**config.mk**
```make
export PLATFORM = sky130hd
export DESIGN_NAME = verin_adc_acq
export DESIGN_NICKNAME = d
export VERILOG_FILES = /design/src/rtl/verin_pkg.sv /design/src/rtl/verin_adc_tick.sv /design/src/rtl/verin_adc_acq.sv
export SDC_FILE = /design/constraint.sdc
export NUM_CORES = 1
export LEC_CHECK = 0
export CAP_MARGIN = 20
export CELL_PAD_IN_SITES_DETAIL_PLACEMENT = 0
export CELL_PAD_IN_SITES_GLOBAL_PLACEMENT = 2
export CORE_MARGIN = 1
export CORE_UTILIZATION = 35
export CTS_BUF_LIST = sky130_fd_sc_hd__clkbuf_2
export DETAILED_ROUTE_END_ITERATION = 8
export GPL_TIMING_DRIVEN = 0
export HOLD_SLACK_MARGIN = 0.15
export PLACE_DENSITY = 0.78
export SLEW_MARGIN = 20
export SYNTH_ARGS = -nofsm -noshare
export SYNTH_HDL_FRONTEND = slang
export SYNTH_SLANG_ARGS = --single-unit
```
**constraint.sdc**
```tcl
create_clock -name clk -period 2.1 [get_ports clk]
set_input_delay 0.42 -clock clk [delete_from_list [all_inputs] [get_ports clk]]
set_output_delay 0.42 -clock clk [all_outputs]
set_load 0.005 [all_outputs]
```
**src/rtl/verin_pkg.sv**
```systemverilog
`default_nettype none
// ============================================================================
// Module   : verin_pkg
// Brief    : Shared constants and state encoding for the verin ADC front-end.
// Revision : 1.0
// ============================================================================
package verin_pkg;

    localparam int ADC_BITS    = 8;
    localparam int ADC_CLOCKS  = 9;
    localparam int DIV_DEFAULT = 64;

    typedef enum logic [1:0] {
        IDLE     = 2'd0,
        CS_SETUP = 2'd1,
        CLOCKING = 2'd2,
        DONE     = 2'd3
    } state_t;

endpackage
`default_nettype wire

```
**src/rtl/verin_adc_tick.sv**
```systemverilog
`default_nettype none
// ============================================================================
// Module   : verin_adc_tick
// Brief    : Free-running DIV prescaler; tick on count DIV-1, clearable.
// Revision : 1.0
// ============================================================================
module verin_adc_tick
    import verin_pkg::*;
#(
    parameter int DIV = DIV_DEFAULT
) (
    input  logic clk,
    input  logic reset_n,
    input  logic clear_i,
    output logic tick_o
);

    localparam int CNT_W = $clog2(DIV);

    logic [CNT_W-1:0] cnt_q;
    logic [CNT_W-1:0] cnt_d;

    assign tick_o = (cnt_q == CNT_W'(DIV - 1));

    always_comb begin
        cnt_d = cnt_q + 1'b1;
        if (clear_i || tick_o) begin
            cnt_d = '0;
        end
    end

    always_ff @(posedge clk or negedge reset_n) begin
        if (!reset_n) begin
            cnt_q <= '0;
        end else begin
            cnt_q <= cnt_d;
        end
    end

endmodule
`default_nettype wire

```
**src/rtl/verin_adc_acq.sv**
```systemverilog
`default_nettype none
// ============================================================================
// Module   : verin_adc_acq
// Brief    : ADC0831-style serial acquisition with parallel result and limits.
// Revision : 1.0
// ============================================================================
module verin_adc_acq
    import verin_pkg::*;
#(
    parameter int DIV = DIV_DEFAULT
) (
    input  logic                clk,
    input  logic                reset_n,
    input  logic                start,
    input  logic                auto,
    input  logic [ADC_BITS-1:0] lim_min,
    input  logic [ADC_BITS-1:0] lim_max,
    input  logic                data_in,
    output logic                cs_n,
    output logic                clk_adc,
    output logic                busy,
    output logic [ADC_BITS-1:0] data,
    output logic                data_valid,
    output logic                at_min,
    output logic                at_max
);

    localparam int CLK_CNT_W = $clog2(ADC_CLOCKS);

    state_t                state_q;
    logic [1:0]            sync_q;
    logic [CLK_CNT_W-1:0]  clk_cnt_q;
    logic [ADC_BITS-1:0]   shift_q;
    logic [ADC_BITS-1:0]   shift_d;
    logic [ADC_BITS-1:0]   data_q;
    logic                  cs_n_q;
    logic                  clk_adc_q;
    logic                  busy_q;
    logic                  valid_q;
    logic                  at_min_q;
    logic                  at_max_q;

    logic                  accept;
    logic                  tick;
    logic                  last_clock;

    assign accept     = (state_q == IDLE) && (start || auto);
    assign last_clock = (clk_cnt_q == CLK_CNT_W'(ADC_CLOCKS - 1));
    assign shift_d    = {shift_q[ADC_BITS-2:0], sync_q[1]};

    verin_adc_tick #(
        .DIV     (DIV)
    ) u_tick (
        .clk     (clk),
        .reset_n (reset_n),
        .clear_i (accept),
        .tick_o  (tick)
    );

    always_ff @(posedge clk or negedge reset_n) begin
        if (!reset_n) begin
            sync_q <= 2'b00;
        end else begin
            sync_q <= {sync_q[0], data_in};
        end
    end

    // clk_adc_q doubles as the half-phase flag: 1 = high half of an ADC clock.
    always_ff @(posedge clk or negedge reset_n) begin
        if (!reset_n) begin
            state_q   <= IDLE;
            cs_n_q    <= 1'b1;
            clk_adc_q <= 1'b0;
            busy_q    <= 1'b0;
            valid_q   <= 1'b0;
            data_q    <= '0;
            at_min_q  <= 1'b0;
            at_max_q  <= 1'b0;
            clk_cnt_q <= '0;
            shift_q   <= '0;
        end else begin
            valid_q <= 1'b0;
            case (state_q)
                IDLE: begin
                    if (accept) begin
                        state_q <= CS_SETUP;
                        cs_n_q  <= 1'b0;
                        busy_q  <= 1'b1;
                    end
                end
                CS_SETUP: begin
                    if (tick) begin
                        state_q   <= CLOCKING;
                        clk_adc_q <= 1'b1;
                        clk_cnt_q <= '0;
                    end
                end
                CLOCKING: begin
                    if (tick) begin
                        if (clk_adc_q) begin
                            clk_adc_q <= 1'b0;
                        end else if (last_clock) begin
                            state_q  <= DONE;
                            cs_n_q   <= 1'b1;
                            data_q   <= shift_q;
                            valid_q  <= 1'b1;
                            at_min_q <= (shift_q <= lim_min);
                            at_max_q <= (shift_q >= lim_max);
                        end else begin
                            // Rising edge of clocks 2..9: one data bit, MSB first.
                            clk_adc_q <= 1'b1;
                            clk_cnt_q <= clk_cnt_q + 1'b1;
                            shift_q   <= shift_d;
                        end
                    end
                end
                DONE: begin
                    if (tick) begin
                        state_q <= IDLE;
                        busy_q  <= 1'b0;
                    end
                end
                default: begin
                    state_q <= IDLE;
                end
            endcase
        end
    end

    assign cs_n       = cs_n_q;
    assign clk_adc    = clk_adc_q;
    assign busy       = busy_q;
    assign data       = data_q;
    assign data_valid = valid_q;
    assign at_min     = at_min_q;
    assign at_max     = at_max_q;

endmodule
`default_nettype wire

```
==> results of run 1 <==
sequential cells by signal, summed over array words and instances, names as in the netlist:
register and count:
at_min 1, cs_n 1, sync_q 2, data_valid 1
data 8, shift_q 8, at_max 1, clk_cnt_q 4
clk_adc 1, busy 1, state_q 2, u_tick.cnt_q 6
cell type report:
type | count | area [um2]
buffer | 2 | 22.5
sequential | 36 | 902
tap | 72 | 90.1
multi-input combinational | 121 | 991
timing repair buffer | 36 | 365
inverter | 21 | 78.8
fill | 535 | 3020
clock inverter | 2 | 12.5
clock buffer | 5 | 25.0
synthesized netlist by cell type (2+ instances only):
cell type                  instances
sky130_fd_sc_hd__a21oi_1           8
sky130_fd_sc_hd__a31oi_1           2
sky130_fd_sc_hd__and3_2            2
sky130_fd_sc_hd__buf_6             2
sky130_fd_sc_hd__dfrtp_1          35
sky130_fd_sc_hd__ha_1             23
sky130_fd_sc_hd__inv_1            21
sky130_fd_sc_hd__mux2_2           10
sky130_fd_sc_hd__mux2_4            6
sky130_fd_sc_hd__nand2_1          10
sky130_fd_sc_hd__nand2b_1          2
sky130_fd_sc_hd__nand3_1           5
sky130_fd_sc_hd__nand4_1           3
sky130_fd_sc_hd__nor2_1           14
sky130_fd_sc_hd__nor2b_1           2
sky130_fd_sc_hd__o211ai_1          2
sky130_fd_sc_hd__o21ai_0          11
sky130_fd_sc_hd__xnor2_1           2
sky130_fd_sc_hd__xor2_1            2
cell families after synthesis:
logic type,synth area share
AO/OA/AOI/OAI,0.102
XOR/XNOR,0.0176
adder cells (fa/ha/maj),0.144
buffers and inverters,0.0509
flip-flops,0.453
multiplexers,0.102
AND/OR/NAND/NOR,0.131
power by group:
part           switching [mW]  internal (mW)
sequential           0.000402          0.696
combinational          0.0341         0.0474
clock                   0.221         0.0735
total                   0.255          0.817
metal layers:
layer / track usage / up-vias / routed length, um
li1: - / 713 / -
met1: 0.192 / 696 / 1940
met2: 0.249 / 25 / 1910
met3: 0.0318 / 5 / 124
met4: 0.0453 / 0 / 34
met5: 0 / - / 0
worst max path at each step:
| stage | from | endpoint | slack, ps |
|---|---|---|---|
| finish | state_q[0] | data[2] | 200 |
| global route | state_q[0] | data[0] | 80 |
| CTS | state_q[0] | data[2] | 100 |
| detailed placement | lim_min[1] | at_min | -160 |
| global placement | lim_min[1] | at_min | -190 |
| floorplan | state_q[0] | data[0] | 380 |
per-stage QoR:
stage / instances / hold WS [ps]
after floorplan: 180 / 124
after global placement: 286 / 334
after detailed placement: 287 / 238
after CTS: 295 / 331
after global routing: 295 / 306
final: 295 / 360
worst max-delay path: cells and delay by family, from the launching register on:
family | cells | cell delay, ps
adders and majority gates | 1 | 270
buffers and inverters | 2 | 280
DFF | 1 | 430
muxes | 1 | 340
and+or+nand+nor | 3 | 500
timing repair:
action,CTS,global route
hold buffers,1,0
resized for setup,0,1
endpoints found under the setup margin,0,1
hold endpoints to repair,35,0
==> reports/summary.md, run 1 <==
### Run status
* **run status** complete, no violations

### Placement
* **worst setup slack after placement** -157 ps
* **Placer Congestion** 0.726
* **port bufs** 34
* **Area after DPL** 2440 um2
* **half-perimeter wire length of the detailed placement result** 3090 um

### Setup path
* **Worst path slowest cell** sky130_fd_sc_hd__dfrtp_1
* **category of the critical setup timing path** reg -> reg
* **Setup crit end kind** flip-flop
* **worst reg2reg startpoint** state_q[0]
* **Worst R2R End** data[2]
* **data required time at the worst endpoint** 2380 ps
* **cell-by-cell listing of the critical path** inv_1, ha_2, and2b_1, nand2b_1, nor2_4, buf_6, mux2_2
* **Setup crit start kind** flip-flop
* **crit path max fanout** 10
* **cells on worst reg2reg path** 7
* **register-to-register setup slack** 200 ps
* **Arr. time, crit path** 2180 ps
* **largest incremental delay on the critical path** 430 ps

### Floorplan
* **number of cell rows** 27
* **Starting Density** 0.362
* **vertical die dimension** 77.4 um
* **placeable core region** 5510 um2
* **IO Pins** 35
* **horizontal die dimension** 77.4 um
* **die footprint** 6000 um2

### Timing
* **post-layout min period** 1900 ps
* **final number of max-transition violations** 0
* **Final setup viols** 0
* **ratio of final minimum period to clock period** 0.906
* **Max transition margin** 0.736
* **final worst setup slack** 197 ps
* **Setup TNS** 0 ps
* **setup repair after global routing missed its margin** no
* **final setup skew** 21.9 ps
* **number of hold-slack violations in the final timing report** 0
* **fmax** 525 MHz
* **transition time at the pin with the least slew margin** 387 ps

### Hold path
* **worst hold path class** in -> async

### Finish
* **Synth-to-Final Area Change** 24.9%
* **share of cells above drive strength 1** 0.166
* **Layout Utilization** 0.452
* **antenna cell count** 0
* **most common library cell in the layout ignoring fill and taps** sky130_fd_sc_hd__dfrtp_1
* **cell area after layout** 2490 um2
* **net count reported at finish** 267
* **most frequent cells in the layout** 35 x sky130_fd_sc_hd__dfrtp_1, 33 x sky130_fd_sc_hd__clkdlybuf4s50_1, 22 x sky130_fd_sc_hd__ha_1, 21 x sky130_fd_sc_hd__inv_1, 14 x sky130_fd_sc_hd__nor2_1

### Power and ir drop
* **worst vdd rail ir drop** 342 uV
* **power per unit of standard cell area** 431 nW/um2
* **sum of internal, switching and leakage power** 1.07 mW
* **leakage power** 1.20 nW

### Drt
* **number of design rule violations left after detail routing** 0
* **routed wire length** 4010 um
* **Antenna Nets Post-Route** 0
* **violation count after the first detailed-routing iteration** 47
* **detailed-route wire length per cell** 13.6 um
* **average vias per placed instance** 4.88
* **total number of vias** 1439
* **detailed-router iteration count before antenna repair** 4

### Logic synthesis
* **top-area cell type share of the netlist area** 0.440
* **share of synthesized area occupied by flip-flops and latches** 0.453
* **Synth Warn #** 0
* **most area-consuming cells after synthesis** sky130_fd_sc_hd__dfrtp_1 44%, sky130_fd_sc_hd__ha_1 14%, sky130_fd_sc_hd__mux2_2 5.7%, sky130_fd_sc_hd__mux2_4 4.5%, sky130_fd_sc_hd__inv_1 4.0%
* **FF+latch count, synth** 36
* **area of the mapped netlist** 1990 um2
* **post-synthesis async set-or-reset flop share** 1.00
* **leading area contributor after synthesis** sky130_fd_sc_hd__dfrtp_1
* **EDFF count, synth** 0
* **total nets after synthesis** 224
* **post-synth cell types** 37
* **dominant register cell in the synthesized netlist** sky130_fd_sc_hd__dfrtp_1
* **average size of a mapped cell** 11.1 um2
* **synthesized netlist cell count** 180

### GRT
* **antenna violations before repair** 0
* **pin count of the biggest net entering global routing** 34
* **global-route wire length before repair** 6980 um
* **aggregate global-route resource usage** 0.149
* **GR Overflow Total** 0
* **via count of the first global-routing pass** 1507

### Clock tree
* **Post-CTS Setup Repair Bufs** 0
* **maximum buffer depth of the clock tree** 2
* **CTS buffer count** 5
* **CTS Sinks** 36
* **CTS Root Buffer Type** sky130_fd_sc_hd__clkbuf_2
* **clock latency of the later-clocked register in the worst-skew pair** 380 ps
* **TritonCTS clock tree** yes
* **clock input transition at the sequential cells of the worst setup and hold paths** 170 ps
* **deepest level of the CTS H-tree** 2

### Job
* **maximum capacitance violations** 0

(Power assumes the default switching activity.)
==> inputs of run 2 (changes only) <==
--- a/config.mk
+++ b/config.mk
@@ -12,10 +12,9 @@
 export CORE_UTILIZATION = 35
 export CTS_BUF_LIST = sky130_fd_sc_hd__clkbuf_2
 export DETAILED_ROUTE_END_ITERATION = 8
-export GPL_TIMING_DRIVEN = 0
 export HOLD_SLACK_MARGIN = 0.15
 export PLACE_DENSITY = 0.78
-export SLEW_MARGIN = 20
+export SLEW_MARGIN = 40
 export SYNTH_ARGS = -nofsm -noshare
 export SYNTH_HDL_FRONTEND = slang
 export SYNTH_SLANG_ARGS = --single-unit
==> reports/summary.md, run 2 (same netlist as run 1, synthesis figures left out) <==
### Power and ir drop
* **worst vdd rail ir drop** 271 uV, -21%
* **leakage power** 1.19 nW, -0.84%
* **sum of internal, switching and leakage power** 1.07 mW, +0.27%
* **power per unit of standard cell area** 437 nW/um2, +1.4%

### Setup path
* **data required time at the worst endpoint** 1680 ps, -700 ps
* **worst reg2reg startpoint** clk_cnt_q[0]
* **Arr. time, crit path** 1430 ps, -750 ps
* **cells on worst reg2reg path** 6, -1
* **crit path max fanout** 2, -8
* **CP top delay family** flip-flops
* **Worst path slowest cell** sky130_fd_sc_hd__dfstp_2
* **Buffers & Inverters on Critical Path** 1, -1
* **Setup crit start kind** flip-flop
* **Setup crit end kind** output port
* **largest incremental delay on the critical path** 570 ps, +140 ps
* **cell-by-cell listing of the critical path** clkdlybuf4s50_1
* **Worst R2R End** data[1]
* **register-to-register setup slack** 260 ps, +60 ps
* **category of the critical setup timing path** reg -> out

### Finish
* **net count reported at finish** 266, -0.37%
* **most common library cell in the layout ignoring fill and taps** sky130_fd_sc_hd__dfrtp_1
* **area of combinational cells with multiple inputs** 988 um2, -0.25%
* **share of cells above drive strength 1** 0.158, -0.00826
* **antenna cell count** 0, unchanged
* **FILL cells** 526, -1.7%
* **most frequent cells in the layout** 35 x sky130_fd_sc_hd__dfrtp_1, 33 x sky130_fd_sc_hd__clkdlybuf4s50_1, 23 x sky130_fd_sc_hd__ha_1, 21 x sky130_fd_sc_hd__inv_1, 14 x sky130_fd_sc_hd__nor2_1
* **area of all sequential standard cells** 902 um2, unchanged
* **Synth-to-Final Area Change** 23.5%

### GRT
* **GR Overflow Total** 0, unchanged
* **via count of the first global-routing pass** 1450, -3.8%
* **aggregate global-route resource usage** 0.141, -0.00739
* **global-route wire length before repair** 6600 um, -5.3%
* **antenna violations before repair** 0, unchanged
* **pin count of the biggest net entering global routing** 37, +8.8%

### Timing
* **final worst setup slack** 254 ps, +56.8 ps
* **Final setup viols** 0, unchanged
* **ratio of final minimum period to clock period** 0.879, -0.0270
* **post-layout min period** 1850 ps, -56.8 ps
* **final setup skew** 6.50 ps, -15.4 ps
* **setup repair after global routing missed its margin** no
* **final number of max-transition violations** 0, unchanged
* **number of hold-slack violations in the final timing report** 0, unchanged
* **Setup TNS** 0 ps, unchanged
* **fmax** 542 MHz, +3.1%
* **transition time at the pin with the least slew margin** 451 ps, +64.7 ps
* **Max transition margin** 0.699, -0.0365

### Hold path
* **Hold Path Cell Cnt** 0
* **hold_sp** sync_q[0]
* **Hold Path Sink** sync_q[1]
* **worst hold path class** reg -> reg

### Drt
* **total number of vias** 1424, -1.0%
* **met1 wire length** 1900 um, -1.9%
* **highest metal layer with signal wires** met4
* **routed length on met2** 1830 um, -4.3%
* **wire length on met3** 112 um, -9.7%
* **Antenna Nets Post-Route** 0, unchanged
* **detailed-router iteration count before antenna repair** 4, unchanged
* **detailed-route wire length per cell** 13.2 um, -2.9%
* **violation count after the first detailed-routing iteration** 55, +17%
* **average vias per placed instance** 4.84, -0.71%
* **number of design rule violations left after detail routing** 0, unchanged
* **routed wire length** 3880 um, -3.2%

### Clock tree
* **clock input transition at the sequential cells of the worst setup and hold paths** 180 ps, about the same
* **clock latency of the later-clocked register in the worst-skew pair** 370 ps, about the same
* **CTS Root Buffer Type** sky130_fd_sc_hd__clkbuf_2
* **Post-CTS Setup Repair Bufs** 0, unchanged
* **CTS buffer count** 5, unchanged
* **deepest level of the CTS H-tree** 2, unchanged
* **TritonCTS clock tree** yes
* **number of instances resized during post-cts repair** 0, unchanged
* **CTS Sinks** 36, unchanged
* **maximum buffer depth of the clock tree** 2, unchanged
* **CTS Hold Buffers Added** 1, unchanged

### Floorplan
* **horizontal die dimension** 77.4 um, unchanged
* **placeable core region** 5510 um2, unchanged
* **Starting Density** 0.362, unchanged
* **IO Pins** 35, unchanged
* **vertical die dimension** 77.4 um, unchanged
* **number of cell rows** 27, unchanged
* **die footprint** 6000 um2, unchanged

### Placement
* **worst setup slack after placement** -133 ps, +24.1 ps
* **Placer Congestion** 0.745, +2.6%
* **port bufs** 34, unchanged
* **half-perimeter wire length of the detailed placement result** 2910 um, -5.7%

### Run status
* **run status** complete, no violations

### Job
* **maximum capacitance violations** 0, unchanged

## run 2: final cells by class
cell class,instances,area share
multi-input combinational,121,0.402
inverter,21,0.0320
sequential,36,0.367
timing repair buffer,37,0.148
tap,72,0.0366
clock buffer,5,0.0102
clock inverter,2,0.00509
## run 2: layer usage
| layer | global-route usage | up-vias |
|---|---|---|
| li1 | - | 714 |
| met1 | 0.184 | 684 |
| met2 | 0.232 | 21 |
| met3 | 0.0318 | 5 |
| met4 | 0.0453 | 0 |
| met5 | 0 | - |
## run 2: report_power, final
group / internal, mW / switching (mW)
logic: 0.0442 / 0.0331
clock network: 0.0736 / 0.227
registers: 0.696 / 0.000496
## run 2: worst max path at each step
| stage | end | depth (start not counted) | slack, ps | from |
|---|---|---|---|---|
| floorplan | data[0] | 7 | 380 | state_q[0] |
| global placement | at_min | 8 | -60 | lim_min[1] |
| detailed placement | at_min | 8 | -130 | lim_min[1] |
| CTS | data[1] | 6 | 220 | clk_cnt_q[0] |
| global route | at_min | 8 | 130 | lim_min[1] |
| finish | cs_n | 1 | 250 | cs_n |
## run 2: metrics by stage
| step | utilization | hold slack [ps] | area [um2] | cells |
|---|---|---|---|---|
| after floorplan | - | 124 | 1990 | 180 |
| after global placement | 0.438 | 337 | 2410 | 286 |
| after detailed placement | 0.438 | 338 | 2410 | 286 |
| after CTS | 0.446 | 378 | 2460 | 294 |
| after global routing | 0.447 | 382 | 2460 | 294 |
| final | 0.447 | 375 | 2460 | 294 |
## run 2: worst register-to-register path, stage by stage (launching register included)
cell	delay, ps
sky130_fd_sc_hd__dfrtp_1	450
sky130_fd_sc_hd__inv_1	70
sky130_fd_sc_hd__ha_1	140
sky130_fd_sc_hd__nand3b_1	160
sky130_fd_sc_hd__nand2b_1	250
sky130_fd_sc_hd__nor2_4	300
sky130_fd_sc_hd__mux2_2	390
